[src/rtl/serial_adder_pkg.sv]
// Shared types and constants for the bit-serial adder.
// State encoding is fixed at IDLE=0, SHIFT=1, DONE=2.
package serial_adder_pkg;

  localparam int SA_DEFAULT_W = 8;

  typedef enum logic [1:0] {
    IDLE  = 2'd0,
    SHIFT = 2'd1,
    DONE  = 2'd2
  } state_e;

endpackage

[src/rtl/serial_adder_full_adder.sv]
// One-bit full adder cell used as the per-bit
// datapath of serial_adder.
module full_adder (
  input  logic a,
  input  logic b,
  input  logic cin,
  output logic sum,
  output logic cout
);

  assign sum  = a ^ b ^ cin;
  assign cout = (a & b) | (cin & (a ^ b));

endmodule

[src/rtl/serial_adder.sv]
// Bit-serial W-bit adder, LSB first, valid/ready in and out.
// Define SERIAL_ADDER_SUB_EN to add a 'sub' port for a-b.
module serial_adder
  import serial_adder_pkg::*;
#(
  parameter int W = SA_DEFAULT_W
) (
  input  logic         clk,
  input  logic         rst,
  input  logic         in_valid,
  output logic         in_ready,
  input  logic [W-1:0] a,
  input  logic [W-1:0] b,
`ifdef SERIAL_ADDER_SUB_EN
  input  logic         sub,
`endif
  output logic         out_valid,
  input  logic         out_ready,
  output logic [W-1:0] sum,
  output logic         cout
);

  localparam int CW = $clog2(W) + 1;

  state_e          state;
  logic [W-1:0]    a_sr;
  logic [W-1:0]    b_sr;
  logic [W-1:0]    sum_r;
  logic [W-1:0]    sum_nx;
  logic [CW-1:0]   cnt;
  logic            carry;
  logic            cout_r;
  logic            fa_b;
  logic            fa_s;
  logic            fa_co;
  logic            last;

`ifdef SERIAL_ADDER_SUB_EN
  logic            sub_q;
`else
  localparam logic sub_q = 1'b0;
`endif

  // Subtract is add of ~b with carry-in 1.
  assign fa_b = b_sr[0] ^ sub_q;

  full_adder u_fa (
    .a    (a_sr[0]),
    .b    (fa_b),
    .cin  (carry),
    .sum  (fa_s),
    .cout (fa_co)
  );

  assign last = (cnt == CW'(W - 1));

  always_comb begin
    sum_nx        = sum_r >> 1;
    sum_nx[W-1]   = fa_s;
  end

  always_ff @(posedge clk) begin
    if (rst) begin
      state  <= IDLE;
      a_sr   <= '0;
      b_sr   <= '0;
      sum_r  <= '0;
      cnt    <= '0;
      carry  <= 1'b0;
      cout_r <= 1'b0;
`ifdef SERIAL_ADDER_SUB_EN
      sub_q  <= 1'b0;
`endif
    end else begin
      unique case (1'b1)
        state == IDLE: begin
          if (in_valid) begin
            a_sr  <= a;
            b_sr  <= b;
            cnt   <= '0;
            state <= SHIFT;
`ifdef SERIAL_ADDER_SUB_EN
            sub_q <= sub;
            carry <= sub;
`else
            carry <= 1'b0;
`endif
          end
        end
        state == SHIFT: begin
          a_sr  <= a_sr >> 1;
          b_sr  <= b_sr >> 1;
          sum_r <= sum_nx;
          carry <= fa_co;
          cnt   <= cnt + 1'b1;
          if (last) begin
            cout_r <= fa_co;
            state  <= DONE;
          end
        end
        state == DONE: begin
          if (out_ready)
            state <= IDLE;
        end
        default: state <= IDLE;
      endcase
    end
  end

  assign in_ready  = (state == IDLE);
  assign out_valid = (state == DONE);
  assign sum       = sum_r;
  assign cout      = cout_r;

endmodule

[config.mk]
export PLATFORM = sky130hd
export DESIGN_NAME = serial_adder
export DESIGN_NICKNAME = d
export VERILOG_FILES = /design/src/rtl/serial_adder_pkg.sv /design/src/rtl/serial_adder_full_adder.sv /design/src/rtl/serial_adder.sv
export SDC_FILE = /design/constraint.sdc
export NUM_CORES = 1
export LEC_CHECK = 0
export CAP_MARGIN = 5
export CORE_MARGIN = 5
export CORE_UTILIZATION = 45
export CTS_BUF_LIST = sky130_fd_sc_hd__clkbuf_8 sky130_fd_sc_hd__clkbuf_16
export DETAILED_ROUTE_END_ITERATION = 8
export PLACE_DENSITY = 0.73
export SLEW_MARGIN = 20
export SYNTH_ARGS = -nofsm -noshare
export SYNTH_HDL_FRONTEND = slang
export SYNTH_HIERARCHICAL = 1
export SYNTH_SLANG_ARGS = --single-unit
[constraint.sdc]
create_clock -name clk -period 2.45 [get_ports clk]
set_input_delay 0.245 -clock clk [delete_from_list [all_inputs] [get_ports clk]]
set_output_delay 0.245 -clock clk [all_outputs]
set_load 0.05 [all_outputs]
# == Word level (Yosys, flattened, before mapping) ==
# Index checks and enable logic that the tools add are counted.
# word_totals
memories,0
wordCells,36
inputBits,20
reg_bits,32
latch_bits,0
rom_bits,0
ramBits,0
out_inout_bits,11
# classes
add_sub_neg,1
shifts,0
div_mod_pow,0
n_bitwise,5
magnitude_cmp,0
eq_ne,6
multipliers,0
n_reduce_logical,5
mux,12
# op_table
operator,n
8-bit case mux with 2 select lines,2
8-bit two-way mux,2
4-bit case mux with 2 select lines,1
2-bit two-way mux,3
2-bit case mux with 3 select lines,1
"4-bit by 1-bit adder with 4-bit output, second input constant",1
"4-bit by 3-bit equality test with 1-bit output, second input constant",1
4-bit two-way mux,1
"2-bit inequality test, second input constant",2
2-bit AND reduction,2
3-bit AND reduction,1
1-bit bitwise AND,2
"2-bit by 1-bit equality test with 1-bit output, second input constant",1
"2-bit equality test, second input constant",1
2-bit zero test,1
"2-bit by 1-bit inequality test with 1-bit output, second input constant",1
1-bit case mux with 2 select lines,1
2-bit nonzero test,1
1-bit XOR,2
1-bit two-way mux,1
1-bit bitwise OR,1

# == Depth between registers and ports, before layout ==
# logic_depth
ltp_word,4
mapped_depth,5
depth_no_buf,4

# == Modules after synthesis ==
# The synthesis kept the hierarchy.
# by_module_without_submodules
mod,seq_area_each_um2,cells_per_inst,area_per_inst_um2,instances
serial_adder,640.6,165,1386.3,1
full_adder,0.0,1,20.0,1

# == Least setup slack after synthesis ==
# OpenSTA, ideal clock, no wires.
# synth_timing
kind,reg2reg
start,reg state[0]
end,reg state[1]
period_less_slack_ns,1.623
required_time_ns,2.383
setup_ns,0.067
path_buffers,1
path_slack_ns,0.827
path_stages_with_launch,5
t_arrival_ns,1.556
path_cell_list,dfxtp_1 buf_4 nor2b_1 a22oi_1 nor2_1
# synth_via
elab_chain_cells,3
word_cells_on_any_way,8
cone_classes,eq/ne (5); mux (1); reduce/logical (2)
# synth_lines
item,line,text
from (decl),serial_adder.sv:25,state_e state;
from (signal assigned),serial_adder.sv:64,state <= IDLE;
from (signal assigned),serial_adder.sv:81,state <= SHIFT;
from (signal assigned),serial_adder.sv:98,state <= DONE;
2-bit equality test (*),-,
net out_valid,serial_adder.sv:17,"output logic out_valid,"
2-bit by 1-bit inequality test with 1-bit output (no line),-,
3-bit AND reduction (no line),-,
# Mark *: on every way through the listed nets, which the timed path passes. The rest lies on a longest branch.
# A chain may end at the register's enable or synchronous reset.

# == Worst setup path in the final report ==
# layout_timing
start,reg state[1]
end,out out_valid
# layout_via
elab_chain_cells,1
# layout_lines
item,line,text
2-bit equality test,serial_adder.sv:111,assign out_valid = (state == DONE);
to (decl),serial_adder.sv:17,
# Every way passes these cells.

==> impl_metrics.py <==
metrics = {
    "power": {
        "seq_power_share_pct": 44.6,
        "p_comb_share_pct": 12.0,
        "p_sw_mw": 0.295,
        "peakVddDrop_mv": 0.616,
        "p_sw_share_pct": 23.1,
        "p_int_mw": 0.981,
        "clkPwrFrac_pct": 43.4,
        "power.leakage_nw": 0.668,
        "p_per_area_mw_per_mm2": 693,
    },
    "floorplan": {
        "die_w_um": 65.9,
        "initial_utilization_pct": 46.4,
        "num_rows": 20,
        "die_area_mm2": 0.00434,
        "dieHeight_um": 65.9,
        "ios": 31,
        "coreArea_mm2": 0.00303,
    },
    "cells_and_area": {
        "synthToLayoutAreaGrowth_pct": 30.8,
        "final_layout_size_suffix_gt1_share_pct": 7.73,
        "fin_nets": 215,
        "final_core_util_pct": 60.7,
        "diodes": 0,
        "n_fill_cell": 279,
    },
    "clock_network": {
        "cts_hold_buf": 0,
        "cts_buffers": 5,
        "path_clk_slew_ns": 0.07,
        "cts_tree": "done",
        "clockBufferDepth": 2,
        "post_cts_buffers": 0,
        "post_cts_resized": 0,
        "htreeDepth": 2,
        "root_buffer": "clkbuf_8",
        "cts_num_sinks": 32,
        "insertion_delay_ns": 0.28,
    },
    "synthesis": {
        "seq_area_frac_synth_pct": 45.6,
        "avgSynthCellArea_um2": 8.47,
        "ys_warn_count": 6,
        "ys_ff_latch": 32,
        "synthCells": 166,
        "syn-num-nets": 188,
        "yosysUniqueCellTypes": 30,
        "synthesis.area_mm2": 0.00141,
    },
    "detailed_routing": {
        "vias": 1265,
        "viasPerCell": 5.32,
        "ant_nets": 0,
        "firstDrtPassIters": 4,
        "wire_per_inst_um": 13.5,
        "wirelength_mm": 3.20,
        "drc": 0,
        "drt_first_iter_violations": 70,
    },
    "sta": {
        "period_share_pct": 85.0,
        "clock_skew_ns": 0.00533,
        "fin_crit_ns": 2.08,
        "max_freq_mhz": 480,
        "worst_pin_slew_ns": 0.678,
        "setup_tns_ns": 0,
        "slew_violations": 0,
        "rsz0062_at_grt": "false",
        "hold_violations": 0,
        "relSlewSlack_pct": 54.7,
        "finalSetupViolCount": 0,
    },
    "placement": {
        "gp_congestion": 0.746,
        "dp_hpwl_mm": 2.28,
        "portBuffers": 30,
    },
    "outcome": {
        "status": "complete, no violations",
    },
    "worst_setup_path": {
        "cp_cell_sequence": "nor2b_1 -> clkdlybuf4s50_1",
        "startpoint": "state[1]",
        "r2r_start": "state[0]",
        "cp.arrival_ns": 1.84,
        "worstPathMaxFanout": 10,
        "worst_path_largest_cell_delay_ns": 0.83,
        "end_kind": "primary output",
        "reg2reg_depth": 4,
        "required_ns": 2.20,
        "worstSetupStartpointType": "register",
        "crit_slowest_cell": "clkdlybuf4s50_1",
        "path_class": "register to primary output",
    },
    "global_route": {
        "gr-total-overflow": 0,
        "grt_pass1_wl_mm": 5.46,
        "antenna_found_initial": 0,
        "grt_max_degree": 18,
        "grt.total_usage_pct": 16.7,
        "grt_pass1_vias": 1224,
    },
    "hold_path": {
        "min_path_cells": 2,
        "hold_start": "sum[0]",
        "min_path_type": "register to register",
    },
    "run": {
        "maxCapViolCount": 0,
    },
}
-- worst max-delay path: cells and delay by family, from the launching register on --
kind	cells	cell delay [ns]
buf+inv	1	0.83
flops	1	0.50
simple gates	1	0.22
-- path summary, 6_finish.rpt --
| path | endpoint | slack (ns) |
|---|---|---|
| max | out_valid | 0.37 |
| min | sum[0] | 0.46 |
| max reg2reg | cnt[0] | 0.63 |
| min reg2reg | sum[0] | 0.46 |
-- power groups by stage --
stage	Combinational, mW	Sequential, mW	Clock, mW
4_1_cts	0.154	0.569	0.561
3_5_place_dp	0.153	0.581	0
6_report	0.153	0.569	0.553
2_1_floorplan	0.0963	0.581	0
5_1_grt	0.171	0.573	0.586
3_3_place_gp	0.149	0.579	0
-- sequential cells by signal (all words and copies together), names as in the netlist --
register  flops
a_sr          8
carry         1
state         2
sum           8
b_sr          8
cout          1
cnt           4
-- routing by layer --
| layer | up-vias | GRT usage, % | share of wire (%) |
|---|---|---|---|
| li1 | 635 | - | - |
| met1 | 593 | 18.9 | 44 |
| met2 | 32 | 29.0 | 50 |
| met3 | 5 | 4.08 | 4.8 |
| met4 | 0 | 7.77 | 1.5 |
| met5 | - | 0 | 0 |
-- cells in the mapped netlist, drive strengths merged --
cell | count | area [um^2]
nor2b | 2 | 12.5
a22oi | 3 | 22.5
nor2 | 32 | 120
a22o | 1 | 8.76
o22ai | 4 | 25.0
nand3 | 3 | 15.0
a31oi | 1 | 6.26
inv | 3 | 11.3
o32a | 1 | 10.0
o21bai | 1 | 7.51
a21bo | 1 | 10.0
dfxtp | 32 | 641
a32oi | 1 | 8.76
fa | 1 | 20.0
a21oi | 10 | 50.1
and4b | 1 | 10.0
o21ba | 1 | 10.0
nand2 | 22 | 82.6
buf | 7 | 52.5
clkinv | 1 | 3.75
nand2b | 2 | 20.0
nor3 | 1 | 5.00
o2bb2ai | 11 | 96.3
clkbuf | 7 | 26.3
ha | 1 | 12.5
or3 | 1 | 6.26
a211oi | 15 | 113
-- kinds of logic (layout without fill, tap and decap cells) --
logic type	count (synthesis)	after routing	share of synthesized area, %
AOI/OAI and AO/OA	50	50	26.2
and+or+nand+nor	64	64	19.3
DFF	32	32	45.6
buffers and inverters	18	46	6.67
adders and majority gates	2	2	2.31
-- layout make-up --
type	count	area, um^2	area share (%)
Tap cell	44	55.1	2.99
Inverter	4	15.0	0.816
Clock inverter	1	30.0	1.63
Multi-Input combinational cell	116	672	36.5
Timing Repair Buffer	34	330	18.0
Clock buffer	7	96.3	5.24
Sequential cell	32	641	34.8
-- through the flow --
step	std cells	hold slack [ns]	worst slack (ns)	cell area, um^2	power, mW
2_1_floorplan	166	0.417	0.827	1410	0.678
3_3_place_gp	230	0.448	0.702	1710	0.728
3_5_place_dp	230	0.462	0.586	1710	0.734
4_1_cts	238	0.471	0.379	1840	1.28
5_1_grt	238	0.489	0.326	1840	1.33
6_report	238	0.460	0.368	1840	1.28
-- placed cells by master, fill, tap and decap left out --
master            n
nand2_1          22
a32oi_1           1
nand3_1           3
clkbuf_8          7
a21bo_2           1
a211oi_1         15
o2bb2ai_1        11
o21ba_2           1
dfxtp_1          32
inv_1             3
clkdlybuf4s50_1  30
a22o_1            1
o22ai_1           4
o32a_1            1
nor2_1           32
or3_1             1
and4b_1           1
nand2b_1          1
clkinv_1          1
a22oi_1           3
o21bai_1          1
buf_4             4
ha_1              1
nand2b_4          1
nor2b_1           2
a21oi_1          10
nor3_1            1
a31oi_1           1
bufinv_16         1
fa_1              1
(Power assumes the default switching activity.)
